`config.mk`:
```
export PLATFORM = sky130hd
export DESIGN_NAME = udivision_fixed_iter
export DESIGN_NICKNAME = d
export VERILOG_FILES = /design/src/rtl/udiv_pkg.sv /design/src/rtl/udiv_restore_step.sv /design/src/rtl/udivision_fixed_iter.sv
export SDC_FILE = /design/constraint.sdc
export NUM_CORES = 1
export LEC_CHECK = 0
export CAP_MARGIN = 15
export CORE_MARGIN = 2
export CORE_UTILIZATION = 50
export DETAILED_ROUTE_END_ITERATION = 6
export GPL_ROUTABILITY_DRIVEN = 0
export HOLD_SLACK_MARGIN = 0.1
export PLACE_DENSITY_LB_ADDON = 0.15
export SLEW_MARGIN = 20
export SYNTH_ARGS = -nofsm -noshare
export SYNTH_HDL_FRONTEND = slang
export SYNTH_SLANG_ARGS = --single-unit
```
`constraint.sdc`:
```
create_clock -name clk -period 2.1 [get_ports clk]
set_input_delay 0.42 -clock clk [delete_from_list [all_inputs] [get_ports clk]]
set_output_delay 0.42 -clock clk [all_outputs]
set_load 0.02 [all_outputs]
```
`src/rtl/udiv_pkg.sv`:
```
// udiv_pkg: shared FSM state type and sizing helpers for the iterative divider
package udiv_pkg;
  typedef enum logic [1:0] {IDLE, BUSY, DONE} state_t;
  function automatic int udiv_iter(input int num_w, input int frac_w);
    return num_w + frac_w;
  endfunction
  function automatic int udiv_cnt_w(input int iter);
    return $clog2(iter + 1);
  endfunction
endpackage

```
`src/rtl/udiv_restore_step.sv`:
```
// udiv_restore_step: one combinational radix-2 restoring division step
module udiv_restore_step
  import udiv_pkg::*;
#(
  parameter int DEN_W = 8
) (
  input  logic [DEN_W+1:0] rem,
  input  logic             msb,
  input  logic [DEN_W:0]   div,
  output logic [DEN_W+1:0] rem_next,
  output logic             q
);
  logic [DEN_W+2:0] shifted;
  assign shifted = {rem, msb};
  assign q = shifted >= (DEN_W+3)'(div);
  assign rem_next = (DEN_W+2)'(q ? shifted - (DEN_W+3)'(div) : shifted);
endmodule

```
`src/rtl/udivision_fixed_iter.sv`:
```
// udivision_fixed_iter: iterative unsigned fixed-point divider with reciprocal mode
module udivision_fixed_iter
  import udiv_pkg::*;
#(
  parameter int NUM_W  = 16,
  parameter int DEN_W  = 8,
  parameter int FRAC_W = 8,
  parameter int OUT_W  = 16,
  parameter int TAG_W  = 4
) (
  input  logic             clk,
  input  logic             rst,
  input  logic             in_valid,
  output logic             in_ready,
  input  logic [NUM_W-1:0] in_num,
  input  logic [DEN_W-1:0] in_den,
  input  logic             in_recip,
  input  logic [TAG_W-1:0] in_tag,
  output logic             out_valid,
  input  logic             out_ready,
  output logic [OUT_W-1:0] out_quo,
  output logic             out_sat,
  output logic             out_dbz,
  output logic [TAG_W-1:0] out_tag
);
  localparam int ITER  = udiv_iter(NUM_W, FRAC_W);
  localparam int CNT_W = udiv_cnt_w(ITER);
  state_t           state;
  logic [ITER-1:0]  dvd;
  logic [ITER-1:0]  full;
  logic [DEN_W+1:0] rem;
  logic [DEN_W+1:0] rem_next;
  logic [DEN_W:0]   div;
  logic [CNT_W-1:0] cnt;
  logic [TAG_W-1:0] tag;
  logic             dbz;
  logic             q;
  logic             sat;
  logic             accept;
  assign in_ready = state == IDLE || (state == DONE && out_ready);
  assign accept = in_valid && in_ready;
  assign full = {dvd[ITER-2:0], q};
  assign sat = |(full >> OUT_W);
  udiv_restore_step #(.DEN_W(DEN_W)) step (
    .rem(rem),
    .msb(dvd[ITER-1]),
    .div(div),
    .rem_next(rem_next),
    .q(q)
  );
  always_ff @(posedge clk) begin
    if (rst) begin
      state     <= IDLE;
      dvd       <= '0;
      rem       <= '0;
      div       <= '0;
      cnt       <= '0;
      tag       <= '0;
      dbz       <= 1'b0;
      out_valid <= 1'b0;
      out_quo   <= '0;
      out_sat   <= 1'b0;
      out_dbz   <= 1'b0;
      out_tag   <= '0;
    end else if (accept) begin
      state     <= BUSY;
      dvd       <= in_recip ? ITER'(1) << FRAC_W : {in_num, {FRAC_W{1'b0}}};
      div       <= {1'b0, in_den} + (DEN_W+1)'(in_recip);
      rem       <= '0;
      cnt       <= '0;
      tag       <= in_tag;
      dbz       <= !in_recip && in_den == '0;
      out_valid <= 1'b0;
    end else if (state == BUSY) begin
      dvd <= full;
      rem <= rem_next;
      cnt <= cnt + CNT_W'(1);
      if (cnt == CNT_W'(ITER - 1)) begin
        state     <= DONE;
        out_valid <= 1'b1;
        out_dbz   <= dbz;
        out_sat   <= !dbz && sat;
        out_quo   <= dbz || sat ? '1 : full[OUT_W-1:0];
        out_tag   <= tag;
      end
    end else if (state == DONE && out_ready) begin
      state     <= IDLE;
      out_valid <= 1'b0;
    end
  end
endmodule

```
## After elaboration in Yosys (flattened, before gate mapping)

Cells that the tools add are included.

- Flip-flop bits (word level): 78
- Input port bits: 33
- Output and inout port bits: 24
- Logic and storage cells: 53

- Add/subtract/negate cells: 3
- $lt $le $gt $ge: 1
- Eq/ne operators: 5
- Muxes and demuxes: 12
- Bitwise logic cells: 1
- Reduce and logical (&&, ||, !) cells: 18

Operators with widths:

| operator | count |
|---|---|
| 24-bit two-way mux | 3 |
| 16-bit two-way mux | 1 |
| 11-bit by 9-bit greater-or-equal comparator with 1-bit output | 1 |
| 10-bit two-way mux | 1 |
| 10-bit by 9-bit subtractor with 10-bit output | 1 |
| 8-bit by 1-bit adder with 9-bit output | 1 |
| 8-bit zero test | 1 |
| 8-bit OR reduction | 1 |
| 2-bit two-way mux | 3 |
| 5-bit by 1-bit adder with 5-bit output (second input constant) | 1 |
| 5-bit equality test (second input constant) | 1 |
| 1-bit logical AND | 4 |
| 1-bit two-way mux | 4 |
| 2-bit AND reduction | 2 |
| 2-bit nonzero test | 2 |
| 3-bit by 2-bit != test with 1-bit output (second input constant) | 1 |
| 3-bit AND reduction | 1 |
| 3-bit nonzero test | 1 |
| 2-bit by 1-bit equality test with 1-bit output (second input constant) | 1 |
| 2-bit equality test (second input constant) | 1 |
| 1-bit zero test | 2 |
| 2-bit zero test | 1 |
| 1-bit logical OR | 2 |
| 2-bit by 1-bit != test with 1-bit output (second input constant) | 1 |
| 2 further kinds | 2 |

## Longest topological paths before layout

Gate-level depths: netlist (run 1).

- Depth in word-level cells: 6
- Depth in mapped cells: 9
- Mapped depth without buffers: 9

## Hierarchy

A second synthesis (run 1) with hierarchy kept.

- Cell total of the unflattened synthesis: 425
- Area total of the unflattened synthesis: 3613.5 µm²

By module, submodules not included:

| module | instances | cells an instance | area an instance (µm²) | seq. area each (µm²) |
|---|---|---|---|---|
| udivision_fixed_iter | 1 | 354 | 3054.2 | 1541.5 |
| udiv_restore_step | 1 | 71 | 559.3 | 0.0 |

## Least setup slack after synthesis (run 1)

Ideal clock, no wire load.

- Path type: register -> register
- From: register div[8]
- To: register rem[1]
- Library setup time: 0.117 ns
- Arrival: 1.766 ns
- Data required time: 1.983 ns
- Slack: 0.217 ns
- Stages on the path, launching flop included: 10
- Path buffers: 1
- Period minus slack after synthesis: 1.883 ns
- Cell sequence: dfxtp_1 inv_1 ha_1 a21oi_1 nor3b_2 o31a_1 nand2_1 buf_6 mux2i_1 a22o_1

- Word-level cells in the longest chain between the ends: 2

RTL lines:

| element | line | text |
|---|---|---|
| start, declared | udivision_fixed_iter.sv:33 | `logic [DEN_W:0] div;` |
| start signal, assigned | udivision_fixed_iter.sv:68 | `div <= {1'b0, in_den} + (DEN_W+1)'(in_recip);` |
| 11-bit by 9-bit greater-or-equal comparator with 1-bit output | udiv_restore_step.sv:15 | `assign q = shifted >= (DEN_W+3)'(div);` |
| 10-bit two-way mux | udiv_restore_step.sv:16 | `assign rem_next = (DEN_W+2)'(q ? shifted - (DEN_W+3)'(div) : shifted);` |
| end signal, assigned | udivision_fixed_iter.sv:76 | `rem <= rem_next;` |
| end, declared | udivision_fixed_iter.sv:31 | `logic [DEN_W+1:0] rem;` |

Every way passes these cells.
A chain may end at the register's enable or synchronous reset.

## Final worst setup path (run 1)

- From: input out_ready
- To: output in_ready

- Word-level cells in the longest chain between the ends: 2

RTL lines:

| element | line | text |
|---|---|---|
| start, declared | udivision_fixed_iter.sv:20 | `input logic out_ready,` |
| 1-bit logical AND | udivision_fixed_iter.sv:40 | `assign in_ready = state == IDLE \|\| (state == DONE && out_ready);` |
| 1-bit logical OR | udivision_fixed_iter.sv:40 |  |
| end, declared | udivision_fixed_iter.sv:14 | `output logic in_ready,` |

Every way passes these cells.

==> results of run 1 <==
==> final cells by class <==
class / instances / share of cell area (%)
Inverter: 13 / 1.10
Clock buffer: 9 / 2.79
Timing Repair Buffer: 72 / 15.2
Multi-Input combinational cell: 316 / 41.4
Sequential cell: 77 / 34.8
Tap cell: 80 / 2.26
Clock inverter: 6 / 2.54
==> cells in the mapped netlist, drive strengths merged <==
cell,number,area share [%]
o31a,1,0.25
fa,1,0.58
or3,1,0.18
inv,13,1.4
dfxtp,77,44
nand3,12,1.7
a22oi,14,3.0
nand2,69,7.4
nand3b,1,0.22
nor4,3,0.54
and2b,1,0.29
nand4,6,1.5
xor2,8,2.0
o21ai,14,2.0
and2,1,0.18
o21a,1,0.22
xnor2,6,1.5
nor3,19,2.7
a31oi,1,0.18
a22o,2,0.50
and4,1,0.25
a21oi,50,7.2
nor3b,1,0.36
mux2i,8,2.3
o311ai,2,0.50
ha,12,4.3
clkbuf,15,1.6
nor2b,2,0.36
buf,8,1.4
nor2,57,6.3
o2111ai,1,0.25
and3,1,0.18
a211oi,10,2.2
o2bb2a,1,0.32
nand2b,8,1.4
a311oi,1,0.25
==> routing by layer <==
metal,up-vias,share of wire (%)
met4,0,1.8
met1,1406,47
met5,-,0
met2,63,46
met3,10,4.7
li1,1599,-
==> state kept, by name, summed over array words and instances (netlist names), 4 cells and up <==
register  cells
div           9
cnt           5
tag           4
out_quo      16
rem          10
dvd          24
out_tag       4
==> cell families (layout without fill, tap and decap cells) <==
| logic type | Yosys count | after routing | share of synthesized area, % |
|---|---|---|---|
| simple gates | 183 | 183 | 23.7 |
| fa+ha+maj | 13 | 13 | 4.89 |
| xor+xnor | 14 | 14 | 3.52 |
| mux | 8 | 8 | 2.30 |
| compound gates | 98 | 98 | 16.9 |
| flops | 77 | 77 | 44.3 |
| buf+inv | 36 | 100 | 4.46 |
==> worst max-delay path by stage <==
stage	end	cells past startpoint
4_1_cts	rem[6]	9
6_report	in_ready	4
3_3_place_gp	dvd[18]	7
2_1_floorplan	rem[1]	9
3_5_place_dp	dvd[15]	7
5_1_grt	rem[5]	9
==> through the flow <==
stage | utilization, % | hold WS [ns] | total power [W]
finish | 65.7 | 0.329 | 0.00370
detailed placement | 61.4 | 0.452 | 0.00236
global route | 65.7 | 0.332 | 0.00388
floorplan | - | 0.432 | 0.00213
CTS | 64.9 | 0.316 | 0.00367
global placement | 61.4 | 0.437 | 0.00234
==> timing repair <==
| action | 4_1_cts | 5_1_grt |
|---|---|---|
| cloned | 0 | 0 |
| pin swaps | 0 | 2 |
| endpoints found under the hold margin | 0 | 0 |
| resized for setup | 2 | 13 |
| endpoints found under the setup margin | 15 | 7 |
==> power groups by stage <==
stage | registers, W | clock network, W | logic, W
floorplan | 0.00159 | 0 | 0.000540
global placement | 0.00159 | 0 | 0.000750
detailed placement | 0.00159 | 0 | 0.000762
CTS | 0.00156 | 0.00135 | 0.000765
global route | 0.00157 | 0.00141 | 0.000903
finish | 0.00156 | 0.00132 | 0.000814
==> critical path, stage by stage <==
cell and delay, ns:
clkdlybuf4s50_1 0.45, inv_1 0.05, a21oi_1 0.31, dlygate4sd2_1 0.38
==> metrics.txt, run 1 <==
drt first-iter violations 86; setup ws final 0.0644 ns; Avg WL per Cell 13.7 um; # DRC 0; Post-Layout Cell Count 573; fin crit period 2.04 ns; worst r2r dst rem[3]; Starting Density 51.5%; NetSw 0.00101 W; max_cap viols 0; Worst Clk Skew 0.00716 ns; Reg2Reg Depth 9; Die Y 87.4 um; area grow syn2layout 27.5%; CTS Buf Count 9; Syn. warnings 0; sequential element share of the synthesized area 44.3%; Sequential Area 0.00154 mm2; Worst Hold Depth 2; Diodes inserted 0; DRT Pass-1 Iters 4; Core ar. 0.00676 mm2; Worst setup SP type input port; nets@finish 535; met1 GRT Util 28.6%; DPL Wire Length 5.52 mm; GRT Total Usage 21.9%; later-pin clock latency in the skew report 0.35 ns; GR Util met2 34.4%; # clock sinks 77; WS Path Type input port to output port; dpl cell area 0.00415 mm2; RR Startpoint div[2]; fmax 491 MHz; FF+latch count, synth 77; worst min-delay path category input port to flop; Post-Synthesis Cells 429; final hold violations 0; grt peak-use layer met2; PwrDens 834 mW/mm2; row cnt 30; fillers 602; vias 3078; Avg Cell Area, Syn 8.11 um2; commonest non-fill, non-tap cell in the layout dfxtp_1; num ports 57; LEAKAGE 1.68 nW; hold endpoint state[0]; setup slack at placement -0.394 ns; Seq pwr share 42.2%; Final Max Slew Viols 0; DIE WIDTH 87.4 um; Period Utilization, post-route 96.9%; top fanout value on the critical path 3; Inst Count DP 558; Worst Path Required 1.68 ns; hold buffer count at CTS 0; largest net degree at the start of global routing 61; first-pass GRT wire length 13.2 mm; slew margin rel. 57.1%; Post-Syn Nets 475; fraction of power spent switching nets 27.2%; commonest cells after routing, fill and taps aside dfxtp_1 (76), nand2_1 (69), nor2_1 (54), clkdlybuf4s50_1 (54), a21oi_1 (48); H-tree Lvls 3; hold wc startpoint rst; final setup vio count 0; final instance area 0.00444 mm2; Die Area 0.00764 mm2; met3 Use GR 7.11%; Synth cell types 40; Clk pwr share 35.8%; vias in the first global route 2929; layout cell share with drive strength beyond 1 10.1%; Comb pwr share 22.0%; initial antenna violation count 0; number of port buffers 56; setup TNS 0 ns; Worst IR Drop VDD 0.650 mV; R2R setup slack 0.11 ns; Internal 0.00269 W; antenna viol nets, final 0; GR Overflow Total 0; CTS max path bufs 2; multi-input logic area 0.00184 mm2; setup bufs post-CTS 0; CP Capture Type output port; Arrival @ worst endpoint 1.62 ns; worst-margin pin slew 0.642 ns; root buf cell clkbuf_8; vias per cell 5.37; status completed; CTS tree done; Post-Route WL 7.84 mm; Clock Pin Slew Worst Setup and Hold Paths 0.07 ns; synthesized area 0.00348 mm2; Critical Path Start out_ready
(Power assumes the default switching activity.)
==> run 2, diff against run 1 <==
--- a/config.mk
+++ b/config.mk
@@ -8,3 +8,3 @@
 export CAP_MARGIN = 15
-export CORE_MARGIN = 2
+export CORE_MARGIN = 8
 export CORE_UTILIZATION = 50
--- a/constraint.sdc
+++ b/constraint.sdc
@@ -3,2 +3,2 @@
 set_output_delay 0.42 -clock clk [all_outputs]
-set_load 0.02 [all_outputs]
+set_load 0.1 [all_outputs]
==> run 2 against run 1 <==
  * Largest cell class unchanged
  * Critical path type is now flop to flop
  * Register-to-register slack about the same
  * Via count increased by 3.2%
  * First-iteration DRC count increased by 110%
  * Fmax increased by 2.0%
==> metrics.txt, run 2 (synthesis results as in run 1) <==
Period Utilization, post-route 95.1% (-1.9 points); vias in the first global route 3128 (+6.8%); commonest cells after routing, fill and taps aside dfxtp_1 (76), nand2_1 (68), nor2_1 (54); CP top delay family compound AO/OA/AOI/OAI gates; Core ar. 0.00676 mm2 (unchanged); Worst IR Drop VDD 0.484 mV (-26%); Slowest cell on crit path fa_1; slew margin rel. 60.2% (+3.1 points); Avg WL per Cell 14.9 um (+9.2%); final hold violations 0 (unchanged); first-pass GRT wire length 14.8 mm (+12%); GRT Total Usage 18.4% (-3.6 points); final setup vio count 0 (unchanged); Worst setup SP type flop; critical path's largest stage delay 0.40 ns (-0.05 ns); DRT Pass-1 Iters 4 (unchanged); antenna viol nets, final 0 (unchanged); # DRC 0 (unchanged); PwrDens 788 mW/mm2 (-5.5%); drt first-iter violations 177 (+110%); fin crit period 2.00 ns (-0.0394 ns); WS Path Type flop to flop; row cnt 30 (unchanged); CTS tree done; setup TNS 0 ns (unchanged); area grow syn2layout 27.9%; later-pin clock latency in the skew report 0.35 ns (about the same); Arrival @ worst endpoint 2.23 ns (+0.61 ns); setup ws final 0.104 ns (+0.0394 ns); top fanout value on the critical path 3 (unchanged); Diodes inserted 0 (unchanged); largest registers dvd (24), out_quo (16), rem (10); crit path buf inv count 1 (-2); CTS max path bufs 2 (unchanged); number of port buffers 56 (unchanged); num ports 57 (unchanged); LEAKAGE 1.77 nW (+5.2%); vias 3178 (+3.2%); CTS Buf Count 9 (unchanged); worst-margin pin slew 0.596 ns (-0.0458 ns); GR Overflow Total 0 (unchanged); worst min-delay path category input port to flop; DPL Wire Length 6.45 mm (+17%); Post-Layout Cell Count 585 (+2.1%); # clock sinks 77 (unchanged); Post-Route WL 8.74 mm (+11%); status completed; Clock Pin Slew Worst Setup and Hold Paths 0.08 ns (about the same); H-tree Lvls 3 (unchanged); Inst Count DP 568 (+1.8%); layout cell share with drive strength beyond 1 17.2% (+7.1 points); Largest register FFs 24 (unchanged); Worst Clk Skew 0.0105 ns (+0.00338 ns); Critical Path Most Common Cell o21ai_0; Starting Density 51.5% (unchanged); setup slack at placement -0.281 ns (+0.113 ns); CP Capture Type flop; Final Max Slew Viols 0 (unchanged); DIE WIDTH 99.4 um (+14%); fmax 501 MHz (+2.0%); root buf cell clkbuf_8; nets@finish 546 (+2.1%); Worst Path Required 2.33 ns (+0.65 ns); largest net degree at the start of global routing 40 (-34%); Die Area 0.00989 mm2 (+29%); max_cap viols 0 (unchanged); Reg with most FFs dvd; commonest non-fill, non-tap cell in the layout dfxtp_1; Die Y 99.4 um (+14%); worst path cell trace inv_1 -> ha_1 -> fa_1 -> nand2b_4 -> a211oi_4 -> o21a_1 -> o21ai_0 -> o311ai_0 -> o21ai_0; vias per cell 5.43 (+1.1%); fin util 65.9% (+0.20 points); initial antenna violation count 0 (unchanged); hold buffer count at CTS 0 (unchanged)
==> run 2: stage by stage <==
stage | hold WS, ns | area (um2) | total power, W
2_1_floorplan | 0.432 | 3490 | 0.00214
3_3_place_gp | 0.444 | 4190 | 0.00242
3_5_place_dp | 0.451 | 4190 | 0.00244
4_1_cts | 0.339 | 4370 | 0.00346
5_1_grt | 0.355 | 4450 | 0.00369
6_report | 0.352 | 4450 | 0.00351
==> run 2: final cells by class <==
| class | instances | area (um2) |
|---|---|---|
| Clock inverter | 7 | 57.6 |
| Tap cell | 80 | 100 |
| Multi-Input combinational cell | 316 | 1870 |
| Sequential cell | 77 | 1540 |
| Timing Repair Buffer | 83 | 711 |
| Clock buffer | 9 | 124 |
| Inverter | 13 | 48.8 |
| Fill cell | 604 | 2300 |
==> run 2: worst reg2reg max path: cells and delay by family, from the launching register on <==
kind | cells | cell delay [ns]
buffers and inverters | 1 | 0.07
adders and majority gates | 2 | 0.61
DFF | 1 | 0.34
AOI/OAI and AO/OA | 5 | 0.68
and+or+nand+nor | 1 | 0.18
==> run 2: what timing repair did <==
action | 4_1_cts | 5_1_grt
resized for setup | 0 | 15
setup buffers | 0 | 1
setup endpoints to repair | 0 | 25
==> run 2: path summary, 6_finish.rpt <==
kind | start | endpoint | slack, ns | cells past startpoint
worst max register to register | dvd[23] | rem[6] | 0.10 | 9
worst min-delay path | rst | state[0] | 0.35 | 2
worst max-delay path | dvd[23] | rem[6] | 0.10 | 9
worst min register to register | tag[2] | tag[2] | 0.46 | 2
==> run 2: power by group <==
group          internal (W)  total [W]  switching [W]  leakage, nW
combinational      0.000446   0.000914       0.000467         1.05
clock              0.000443    0.00103       0.000586       0.0877
sequential          0.00152    0.00157      0.0000473        0.626
==> run 2: layer usage <==
metal | GRT usage, % | share of wire (%) | wire [um]
met2 | 29.0 | 47 | 4070
met3 | 4.47 | 5.5 | 481
met1 | 23.5 | 47 | 4120
met5 | 0 | 0 | 0
met4 | 6.87 | 0.78 | 68
